<file path="config.mk">
export PLATFORM = sky130hd
export DESIGN_NAME = snake_move_ctrl_flat
export DESIGN_NICKNAME = d
export VERILOG_FILES = /design/src/rtl/snake_move_ctrl_pkg.sv /design/src/rtl/snake_move_ctrl_if.sv /design/src/rtl/snake_move_ctrl_step_timer.sv /design/src/rtl/snake_move_ctrl.sv /design/src/flat_wrapper.sv
export SDC_FILE = /design/constraint.sdc
export NUM_CORES = 1
export LEC_CHECK = 0
export ABC_AREA = 1
export BUFFER_PORTS_ARGS = -buffer_cell sky130_fd_sc_hd__buf_4
export CAP_MARGIN = 20
export CORE_ASPECT_RATIO = 0.6
export CORE_MARGIN = 8
export CORE_UTILIZATION = 35
export DETAILED_ROUTE_END_ITERATION = 6
export PLACE_DENSITY = 0.58
export SETUP_SLACK_MARGIN = 0.2
export SLEW_MARGIN = 20
export SYNTH_ARGS = -nofsm -noshare
export SYNTH_HDL_FRONTEND = slang
export SYNTH_SLANG_ARGS = --single-unit
</file>
<file path="constraint.sdc">
create_clock -name vga_clk -period 2.2 [get_ports vga_clk]
set_input_delay 0.33 -clock vga_clk [delete_from_list [all_inputs] [get_ports vga_clk]]
set_output_delay 0.33 -clock vga_clk [all_outputs]
set_load 0.05 [all_outputs]
</file>
<file path="src/rtl/snake_move_ctrl_pkg.sv">
// Shared encodings for the snake game blocks: direction codes, game-run states
// and the default cell size reused by the display and future body/food logic.
package snake_move_ctrl_pkg;

    typedef enum logic [1:0] {
        DIR_UP    = 2'd0,
        DIR_DOWN  = 2'd1,
        DIR_LEFT  = 2'd2,
        DIR_RIGHT = 2'd3
    } dir_t;

    typedef enum logic [1:0] {
        ST_IDLE  = 2'd0,
        ST_RUN   = 2'd1,
        ST_PAUSE = 2'd2,
        ST_OVER  = 2'd3
    } state_t;

    localparam int BLOCK_W_DEF = 10;

    // Up/down and left/right differ only in bit 0, so the reverse is a single flip.
    function automatic dir_t reverse_dir(input dir_t d);
        return dir_t'(d ^ 2'b01);
    endfunction

endpackage

</file>
<file path="src/rtl/snake_move_ctrl_if.sv">
// Groups the frame/key inputs and the head position outputs of snake_move_ctrl.
// master drives frame_start and the keys; slave is the movement controller.
interface snake_move_ctrl_if;

    logic       frame_start;
    logic       key_up;
    logic       key_down;
    logic       key_left;
    logic       key_right;
    logic       key_pause;
    logic [9:0] box_x;
    logic [9:0] box_y;
    logic [1:0] dir;
    logic       move_pulse;
    logic       game_over;

    modport master (
        output frame_start, key_up, key_down, key_left, key_right, key_pause,
        input  box_x, box_y, dir, move_pulse, game_over
    );

    modport slave (
        input  frame_start, key_up, key_down, key_left, key_right, key_pause,
        output box_x, box_y, dir, move_pulse, game_over
    );

endinterface

</file>
<file path="src/rtl/snake_move_ctrl_step_timer.sv">
// Counts frame_start pulses while enabled and flags the frame that completes a
// step; the count is frozen when disabled and forced to zero by clear.
module snake_move_ctrl_step_timer #(
    parameter int FRAMES_PER_STEP = 15
) (
    input  logic vga_clk,
    input  logic sys_rst_n,
    input  logic frame_start,
    input  logic enable,
    input  logic clear,
    output logic step_fire
);

    localparam int CW = (FRAMES_PER_STEP > 1) ? $clog2(FRAMES_PER_STEP) : 1;
    localparam logic [CW-1:0] LAST = CW'(FRAMES_PER_STEP - 1);

    logic [CW-1:0] step_cnt;

    assign step_fire = enable && frame_start && (step_cnt == LAST);

    always_ff @(posedge vga_clk or negedge sys_rst_n) begin
        if (!sys_rst_n) begin
            step_cnt <= '0;
        end else if (clear) begin
            step_cnt <= '0;
        end else if (enable && frame_start) begin
            if (step_fire) begin
                step_cnt <= '0;
            end else begin
                step_cnt <= step_cnt + 1'b1;
            end
        end
    end

endmodule

</file>
<file path="src/rtl/snake_move_ctrl.sv">
// Snake head movement controller: latches direction keys, paces moves off the
// frame rate and steps the head one cell per move. Define SNAKE_WRAP_EN to wrap at edges.
module snake_move_ctrl
    import snake_move_ctrl_pkg::*;
#(
    parameter int H_DISP          = 800,
    parameter int V_DISP          = 600,
    parameter int BLOCK_W         = BLOCK_W_DEF,
    parameter int FRAMES_PER_STEP = 15,
    parameter int START_X         = 400,
    parameter int START_Y         = 300
) (
    input  logic              vga_clk,
    input  logic              sys_rst_n,
    snake_move_ctrl_if.slave  bus
);

    localparam logic [10:0] STEP  = 11'(BLOCK_W);
    localparam logic [10:0] X_MAX = 11'(H_DISP - BLOCK_W);
    localparam logic [10:0] Y_MAX = 11'(V_DISP - BLOCK_W);
    localparam logic [9:0]  X_RST = 10'(START_X);
    localparam logic [9:0]  Y_RST = 10'(START_Y);

    state_t     state;
    dir_t       dir_q;
    dir_t       pend_dir;
    logic [9:0] box_x;
    logic [9:0] box_y;
    logic       move_pulse;

    logic       key_hit;
    dir_t       key_dir;
    logic       key_ok;
    logic       step_fire;
    logic       timer_en;
    logic       timer_clr;

    logic [10:0] x_ext, y_ext, x_inc, x_dec, y_inc, y_dec;
    logic [9:0]  next_x, next_y;

    // Fixed key priority up > down > left > right; a reversing winner discards the cycle.
    always_comb begin
        key_hit = 1'b1;
        key_dir = DIR_RIGHT;
        if (bus.key_up) begin
            key_dir = DIR_UP;
        end else if (bus.key_down) begin
            key_dir = DIR_DOWN;
        end else if (bus.key_left) begin
            key_dir = DIR_LEFT;
        end else if (bus.key_right) begin
            key_dir = DIR_RIGHT;
        end else begin
            key_hit = 1'b0;
        end
    end

    assign key_ok    = key_hit && (key_dir != reverse_dir(dir_q));
    assign timer_en  = (state == ST_RUN) && !bus.key_pause;
    assign timer_clr = (state == ST_IDLE);

    snake_move_ctrl_step_timer #(
        .FRAMES_PER_STEP (FRAMES_PER_STEP)
    ) u_step_timer (
        .vga_clk     (vga_clk),
        .sys_rst_n   (sys_rst_n),
        .frame_start (bus.frame_start),
        .enable      (timer_en),
        .clear       (timer_clr),
        .step_fire   (step_fire)
    );

    assign x_ext = {1'b0, box_x};
    assign y_ext = {1'b0, box_y};
    assign x_inc = x_ext + STEP;
    assign x_dec = x_ext - STEP;
    assign y_inc = y_ext + STEP;
    assign y_dec = y_ext - STEP;

    // Candidate position one cell along pend_dir; out-of-range candidates become the opposite edge.
    always_comb begin
        next_x = box_x;
        next_y = box_y;
        case (pend_dir)
            DIR_UP:    next_y = y_dec[10]     ? Y_MAX[9:0] : y_dec[9:0];
            DIR_DOWN:  next_y = (y_inc > Y_MAX) ? 10'd0    : y_inc[9:0];
            DIR_LEFT:  next_x = x_dec[10]     ? X_MAX[9:0] : x_dec[9:0];
            DIR_RIGHT: next_x = (x_inc > X_MAX) ? 10'd0    : x_inc[9:0];
            default: ;
        endcase
    end

`ifdef SNAKE_WRAP_EN
    assign bus.game_over = 1'b0;
`else
    logic edge_hit;
    logic game_over;

    assign edge_hit = ((pend_dir == DIR_UP)    && y_dec[10])       ||
                      ((pend_dir == DIR_DOWN)  && (y_inc > Y_MAX)) ||
                      ((pend_dir == DIR_LEFT)  && x_dec[10])       ||
                      ((pend_dir == DIR_RIGHT) && (x_inc > X_MAX));
    assign bus.game_over = game_over;
`endif

    // Game-run FSM with direction latch and position update; all outputs registered.
    always_ff @(posedge vga_clk or negedge sys_rst_n) begin
        if (!sys_rst_n) begin
            state      <= ST_IDLE;
            dir_q      <= DIR_RIGHT;
            pend_dir   <= DIR_RIGHT;
            box_x      <= X_RST;
            box_y      <= Y_RST;
            move_pulse <= 1'b0;
`ifndef SNAKE_WRAP_EN
            game_over  <= 1'b0;
`endif
        end else begin
            move_pulse <= 1'b0;
            if ((state != ST_OVER) && key_ok) begin
                pend_dir <= key_dir;
            end
            case (state)
                ST_IDLE: begin
                    if (key_hit) begin
                        state <= ST_RUN;
                    end
                end
                ST_RUN: begin
                    if (bus.key_pause) begin
                        state <= ST_PAUSE;
                    end
                    if (step_fire) begin
                        dir_q <= pend_dir;
`ifdef SNAKE_WRAP_EN
                        box_x      <= next_x;
                        box_y      <= next_y;
                        move_pulse <= 1'b1;
`else
                        if (edge_hit) begin
                            state     <= ST_OVER;
                            game_over <= 1'b1;
                        end else begin
                            box_x      <= next_x;
                            box_y      <= next_y;
                            move_pulse <= 1'b1;
                        end
`endif
                    end
                end
                ST_PAUSE: begin
                    if (bus.key_pause) begin
                        state <= ST_RUN;
                    end
                end
                ST_OVER: ;
                default: state <= ST_IDLE;
            endcase
        end
    end

    assign bus.box_x      = box_x;
    assign bus.box_y      = box_y;
    assign bus.dir        = dir_q;
    assign bus.move_pulse = move_pulse;

endmodule

</file>
<file path="src/flat_wrapper.sv">
// flat-port wrapper written by rule: the top's interface ports become plain ports
module snake_move_ctrl_flat import snake_move_ctrl_pkg::*;
#(
    parameter int H_DISP          = 800,
    parameter int V_DISP          = 600,
    parameter int BLOCK_W         = BLOCK_W_DEF,
    parameter int FRAMES_PER_STEP = 15,
    parameter int START_X         = 400,
    parameter int START_Y         = 300
)
  (vga_clk, sys_rst_n, bus_frame_start, bus_key_up, bus_key_down, bus_key_left, bus_key_right, bus_key_pause, bus_box_x, bus_box_y, bus_dir, bus_move_pulse, bus_game_over);
  snake_move_ctrl_if bus_i ();
  input  logic vga_clk;
  input  logic sys_rst_n;
  input wire logic [$bits(bus_i.frame_start)-1:0] bus_frame_start;
  input wire logic [$bits(bus_i.key_up)-1:0] bus_key_up;
  input wire logic [$bits(bus_i.key_down)-1:0] bus_key_down;
  input wire logic [$bits(bus_i.key_left)-1:0] bus_key_left;
  input wire logic [$bits(bus_i.key_right)-1:0] bus_key_right;
  input wire logic [$bits(bus_i.key_pause)-1:0] bus_key_pause;
  output wire logic [$bits(bus_i.box_x)-1:0] bus_box_x;
  output wire logic [$bits(bus_i.box_y)-1:0] bus_box_y;
  output wire logic [$bits(bus_i.dir)-1:0] bus_dir;
  output wire logic [$bits(bus_i.move_pulse)-1:0] bus_move_pulse;
  output wire logic [$bits(bus_i.game_over)-1:0] bus_game_over;
  assign bus_i.frame_start = bus_frame_start;
  assign bus_i.key_up = bus_key_up;
  assign bus_i.key_down = bus_key_down;
  assign bus_i.key_left = bus_key_left;
  assign bus_i.key_right = bus_key_right;
  assign bus_i.key_pause = bus_key_pause;
  assign bus_box_x = bus_i.box_x;
  assign bus_box_y = bus_i.box_y;
  assign bus_dir = bus_i.dir;
  assign bus_move_pulse = bus_i.move_pulse;
  assign bus_game_over = bus_i.game_over;
  snake_move_ctrl #(.H_DISP(H_DISP), .V_DISP(V_DISP), .BLOCK_W(BLOCK_W), .FRAMES_PER_STEP(FRAMES_PER_STEP), .START_X(START_X), .START_Y(START_Y)) u_core (.vga_clk(vga_clk), .sys_rst_n(sys_rst_n), .bus(bus_i));
endmodule
</file>
### Word level (Yosys, flattened, before mapping)

Index checks and enable logic that the tools add are counted.

* bits of input ports: 8
* bits in registers: 32
* logic and storage cells: 76
* output and inout port bits: 24

* $lt $le $gt $ge: 2
* $add $sub $neg: 5
* eq/ne operators: 10
* mux-type cells: 25
* bitwise operators: 2
* reduce and logical (&&, ||, !) cells: 24

Operators by type and width (count)
* $mux 10: 4
* $pmux 10 s2: 2
* $add 10x4->11 const B: 2
* $gt 11x10->1 const B: 2
* $sub 10x4->11 const B: 2
* $mux 2: 7
* $mux 4: 3
* $logic_and 1x1->1: 9
* $mux 1: 8
* $reduce_and 4->1: 2
* $eq 2x2->1 const B: 3
* $pmux 2 s3: 1
* $reduce_and 3->1: 2
* $reduce_bool 2->1: 3
* $add 4x1->4 const B: 1
* $eq 2x1->1 const B: 2
* $eq 4x4->1 const B: 1
* $logic_not 2->1: 2
* $ne 2x2->1 const B: 2
* $logic_or 1x1->1: 3
* $reduce_bool 3->1: 1
* $ne 2x1->1 const B: 1
* $ne 2x2->1: 1
* $not 1->1: 2
* other kinds (2): 2

### Depth between registers and ports, before layout

* word-level depth: 9
* gate-level depth with buffers: 17
* gate-level depth less buffers: 17

### Hierarchy

A second synthesis with hierarchy kept.

* cells, all modules: 394
* area, all modules: 2571.2 um^2

By module, submodules not included
* snake_move_ctrl: cells an instance 359, seq. area each 664.4 um^2, area an instance 2316.0 um^2, instances 1
* snake_move_ctrl_step_timer: cells an instance 35, seq. area each 100.1 um^2, area an instance 255.2 um^2, instances 1

### Worst setup path after synthesis

Ideal clock, no wire load.

* kind: reg2reg
* from: reg u_core.box_x[2], in the netlist u_core.bus.box_x[2]
* to: reg u_core.box_y[6], in the netlist u_core.bus.box_y[6]
* clock period less this slack: 2.294 ns
* cell stages (with the launch flop): 13
* slack: -0.094 ns
* library setup time: 0.120 ns
* required time: 2.080 ns
* arrival: 2.175 ns
* cells stage by stage: dfrtp_1 > ha_1 > nor2_1 > nor2_1 > nand2_1 > xor2_1 > nor2_1 > nand2_1 > nand2_2 > a21oi_2 > nand4_1 > nand2_1 > nand2_1

* longest elaborated chain between the ends: 6
* elaborated cells on any way between the ends: 9
* those cells by class: add/sub: 2; order compare: 1; bitwise: 1; reduce/logical: 5

Ends and longest elaborated chain
* start: declaration: RTL line snake_move_ctrl.sv:27 `logic [9:0] box_x;`
* start signal: assignment: RTL line snake_move_ctrl.sv:144 `box_x <= next_x;`
* $add 10x4->11 / $sub 10x4->11 (equally long branches): RTL line snake_move_ctrl.sv:75, snake_move_ctrl.sv:76
* $gt 11x10->1 / $logic_and 1x1->1 (equally long branches): RTL line snake_move_ctrl.sv:102, snake_move_ctrl.sv:101
* $logic_and 1x1->1 / $logic_or 1x1->1 (equally long branches): RTL line snake_move_ctrl.sv:102, snake_move_ctrl.sv:100
* $logic_or 1x1->1 *: RTL line snake_move_ctrl.sv:101 `((pend_dir == DIR_LEFT) && x_dec[10]) ||`
* $not 1->1 (no source line) *
* $reduce_and 4->1 (no source line) *
* end signal: assignment: RTL line snake_move_ctrl.sv:145 `box_y <= next_y;`
* end: declaration: RTL line snake_move_ctrl.sv:28 `logic [9:0] box_y;`

Mark *: on every way between the ends. The rest lies on a longest branch, timed or not.
A chain may end at the register's enable or synchronous reset.

### Worst setup path in the final report

* from: reg u_core.box_y[2], in the netlist u_core.bus.box_y[2]
* to: reg u_core.box_x[7], in the netlist u_core.bus.box_x[7]

* longest elaborated chain between the ends: 8
* elaborated cells on any way between the ends: 10
* those cells by class: add/sub: 2; order compare: 1; bitwise: 1; reduce/logical: 6

Ends and longest elaborated chain
* $add 10x4->11: RTL line snake_move_ctrl.sv:77 `assign y_inc = y_ext + STEP;`
* $gt 11x10->1: RTL line snake_move_ctrl.sv:100 `((pend_dir == DIR_DOWN) && (y_inc > Y_MAX)) ||`
* $logic_and 1x1->1: RTL line snake_move_ctrl.sv:100
* $logic_or 1x1->1 *: RTL line snake_move_ctrl.sv:99 `assign edge_hit = ((pend_dir == DIR_UP) && y_dec[10]) ||`
* $logic_or 1x1->1 *: RTL line snake_move_ctrl.sv:100
* $logic_or 1x1->1 *: RTL line snake_move_ctrl.sv:101
* $not 1->1 (no source line) *
* $reduce_and 4->1 (no source line) *

Marked as above.

==> metrics.md <==
| Metric | Value |
|---|---|
| Status | `finished, final reports clean` |
| Req. time, crit path | `between 2 and 2.5 ns` |
| Critical path buffers and inverters | `2` |
| Final hold viol count | `0` |
| Syn Area/Cell | `about 6.6 um2` |
| Setup crit start kind | `flop` |
| Final worst path period need | `between 2 and 2.5 ns` |
| Fmax | `461 MHz` |
| Routability cong. | `around 0.88` |
| Final WS setup | `about 0.031 ns` |
| Initial antenna violation count | `0` |
| Yosys reg bits | `30` |
| Max cap viols | `0` |
| Die Span Y | `slightly above 80 um` |
| TritonCTS Buffers | `5` |
| Critical Path AT | `between 2 and 2.5 ns` |
| ANT nets after route | `0` |
| Worst-path fanout max | `7` |
| Slew Viols, Final | `0` |
| Routed len/inst | `about 13 um` |
| Final core occ | `0.492` |
| Clk slew on worst S/H paths | `0.05 ns` |
| Period utilisation layout | `0.986` |
| Port buffer count | `29` |
| DPL Wire Length | `5420 um` |
| Total Die Area | `about 0.010 mm2` |
| Setup TNS | `0 ns` |
| FFs w/ async S/R, synth | `1.00` |
| PwrDens | `roughly 550 mW/mm2` |
| Clk sink count | `30` |
| Crit. End Element | `flop` |
| Fin Hold WS | `0.361 ns` |
| Via/cell ratio | `roughly 5` |
| Post-synthesis instance area | `between 0.002 and 0.003 mm2` |
| Register area share after synthesis | `0.304` |
| CP max stage cell | `dfstp_4` |
| Total GRT Usage | `0.144` |
| Maximum number of pins on one net before global-route repair | `31` |
| Core area | `between 0.007 and 0.008 mm2` |
| Clk_lat worst skew | `0.27 ns` |
| Number of DRC markers in iteration 0 | `around 180` |
| FF-to-FF setup slack | `about 0.031 ns` |
| Synth Flop Type | `dfrtp_1` |
| Placement Setup Slack | `-0.0443 ns` |
| Setup-failing EPs final | `0` |
| Clock skew | `around 0.002 ns` |
| Post-synth EDFFs | `0` |
| H-tree levels | `2` |
| Clock Tree Buf Depth | `2` |
| Diode count | `0` |
| Nets | `approximately 460` |
| I/O Pins | `32` |
| Die width | `125 um` |
| Cells after synthesis | `around 380` |
| Synth warn | `0` |
| Area Growth Syn to Fin | `39.4%` |
| Cell variety after synth | `37` |
| R2r worst-path depth | `16` |
| Share of layout cells above drive strength 1 | `0.351` |
| Unrepaired setup endpoints after global routing | `true` |
| Via count | `2656` |
| VDD IR max | `about 320 uV` |
| Grt ovf | `0` |
| CTS tree | `yes` |
| Clock Tree Root | `clkbuf_16` |
| First-pass GRT wire length | `12100 um` |
| Crit. path cell count | `16` |
| DRT Pass-1 Iters | `4` |
| Largest stage delay, worst path | `around 0.65 ns` |
| Worst Hold Path Cells | `5` |
| Residual DRC | `0` |
| Most used cell, CP | `nand2_2` |
| Critical-path cell list | `ha_4, inv_2, nand2_4, nand2_4, nand2_2, nand2_2, nor2_1, nand2_1, nand2_2, nand2_2, nand2_4, nand3_4, nor2_4, buf_12, nand3_4, nand2_2` |
| Top Family by Delay on Critical Path | `simple AND/OR/NAND/NOR gates` |
| Vias in the first global route | `2480` |
| Total Wirelength | `roughly 7200 um` |
| Setup CP Type | `flop to flop` |
| Leak Pwr | `between 1.5 and 2 nW` |
| # rows | `24` |
| Hold Path Class | `primary input to flop` |
| Starting Density | `0.353` |
==> worst register-to-register path, stage by stage (launching register included) <==
cell and delay [ns]:
dfstp_4 0.65, ha_4 0.14, inv_2 0.04, nand2_4 0.10
nand2_4 0.07, nand2_2 0.06, nand2_2 0.06, nor2_1 0.11
nand2_1 0.07, nand2_2 0.07, nand2_2 0.06, nand2_4 0.10
nand3_4 0.10, nor2_4 0.20, buf_12 0.15, nand3_4 0.06
nand2_2 0.07
==> logic make-up (layout without fill, tap and decap cells) <==
family,after synthesis,in the layout,share of synthesized area
AND/OR/NAND/NOR,226,227,0.401
buffers and inverters,55,119,0.0926
AO/OA/AOI/OAI,41,41,0.0916
flip-flops,30,30,0.304
XOR/XNOR,14,14,0.0488
adder cells (fa/ha/maj),12,12,0.0598
other,1,2,0.00149
==> area by class of cell <==
type | instances | area (um2)
sequential | 30 | 781
fill | 682 | 3610
timing repair buffer | 66 | 522
inverter | 45 | 174
tap | 91 | 114
clock buffer | 8 | 146
multi-input combinational | 296 | 1770
==> cell usage in the layout (no fill, tap or decap), types with 4 or more instances in the layout <==
cell type and instances:
xor2_1 12, nor2_1 17, inv_1 37, buf_4 61
clkbuf_16 5, o21ai_0 23, inv_2 7, nand2_4 4
nand2_2 15, dfrtp_2 7, dfrtp_1 12, nand3_2 19
nand2_1 120, nor2_4 5, nand3_1 27, o21ai_1 4
nand4_1 8, ha_1 9, dfstp_2 9
==> synthesized netlist by cell type, drive strengths merged, types with 2 or more instances <==
cell type / count / area [um2]
nand4: 9 / 62.6
ha: 12 / 150
nor2: 25 / 111
clkbuf: 4 / 15.0
nand3: 48 / 253
nor3: 4 / 31.3
inv: 45 / 171
a21oi: 5 / 28.8
o22ai: 2 / 12.5
nand2: 139 / 544
buf: 6 / 46.3
dfrtp: 19 / 475
dfstp: 11 / 289
o21ai: 27 / 135
xor2: 13 / 114
==> routing by layer <==
| layer | routed length (um) | global-route usage | vias to the layer above |
|---|---|---|---|
| met5 | 0 | 0 | - |
| met4 | 72 | 0.0374 | 0 |
| met3 | 429 | 0.0305 | 7 |
| met2 | 2800 | 0.201 | 70 |
| met1 | 3910 | 0.217 | 1231 |
| li1 | - | - | 1348 |
==> power by group <==
part           switching (W)  internal [W]  leakage, nW  total, W
combinational       0.000344      0.000220         1.33  0.000563
clock               0.000233      0.000450       0.0712  0.000684
sequential         0.0000644      0.000607        0.358  0.000671
==> timing repair <==
action | CTS | global route
setup buffers | 11 | 5
hold buffers | 1 | 0
hold endpoints to repair | 3 | 0
pin swaps | 16 | 8
gates cloned | 0 | 1
setup endpoints to repair | 22 | 22
gates resized for setup | 32 | 10
==> per-stage QoR <==
step | power [W] | instances | instance area [um2]
final | 0.00192 | 536 | 3500
after global routing | 0.00203 | 536 | 3500
after CTS | 0.00190 | 530 | 3420
after detailed placement | 0.00116 | 510 | 3060
after global placement | 0.00115 | 510 | 3060
after floorplan | 0.00102 | 380 | 2630
==> registers in the layout, summed over array words and instances, names as in the netlist <==
register	cells
u_core.bus.dir	2
u_core.u_step_timer.step_cnt	4
u_core.pend_dir	2
u_core.bus.box_x	9
u_core.bus.game_over	1
u_core.bus.box_y	9
u_core.state	2
u_core.bus.move_pulse	1
==> worst paths after layout <==
path	startpoint	endpoint
setup reg to reg	u_core.bus.box_y[2]	u_core.bus.box_x[7]
min in group asynchronous	sys_rst_n	u_core.bus.move_pulse
hold reg to reg	u_core.bus.game_over	u_core.bus.game_over
hold / removal	bus_key_pause	u_core.state[1]
setup / recovery	u_core.bus.box_y[2]	u_core.bus.box_x[7]
max in group asynchronous	sys_rst_n	u_core.pend_dir[0]
Power figures use the tool's default switching activity.
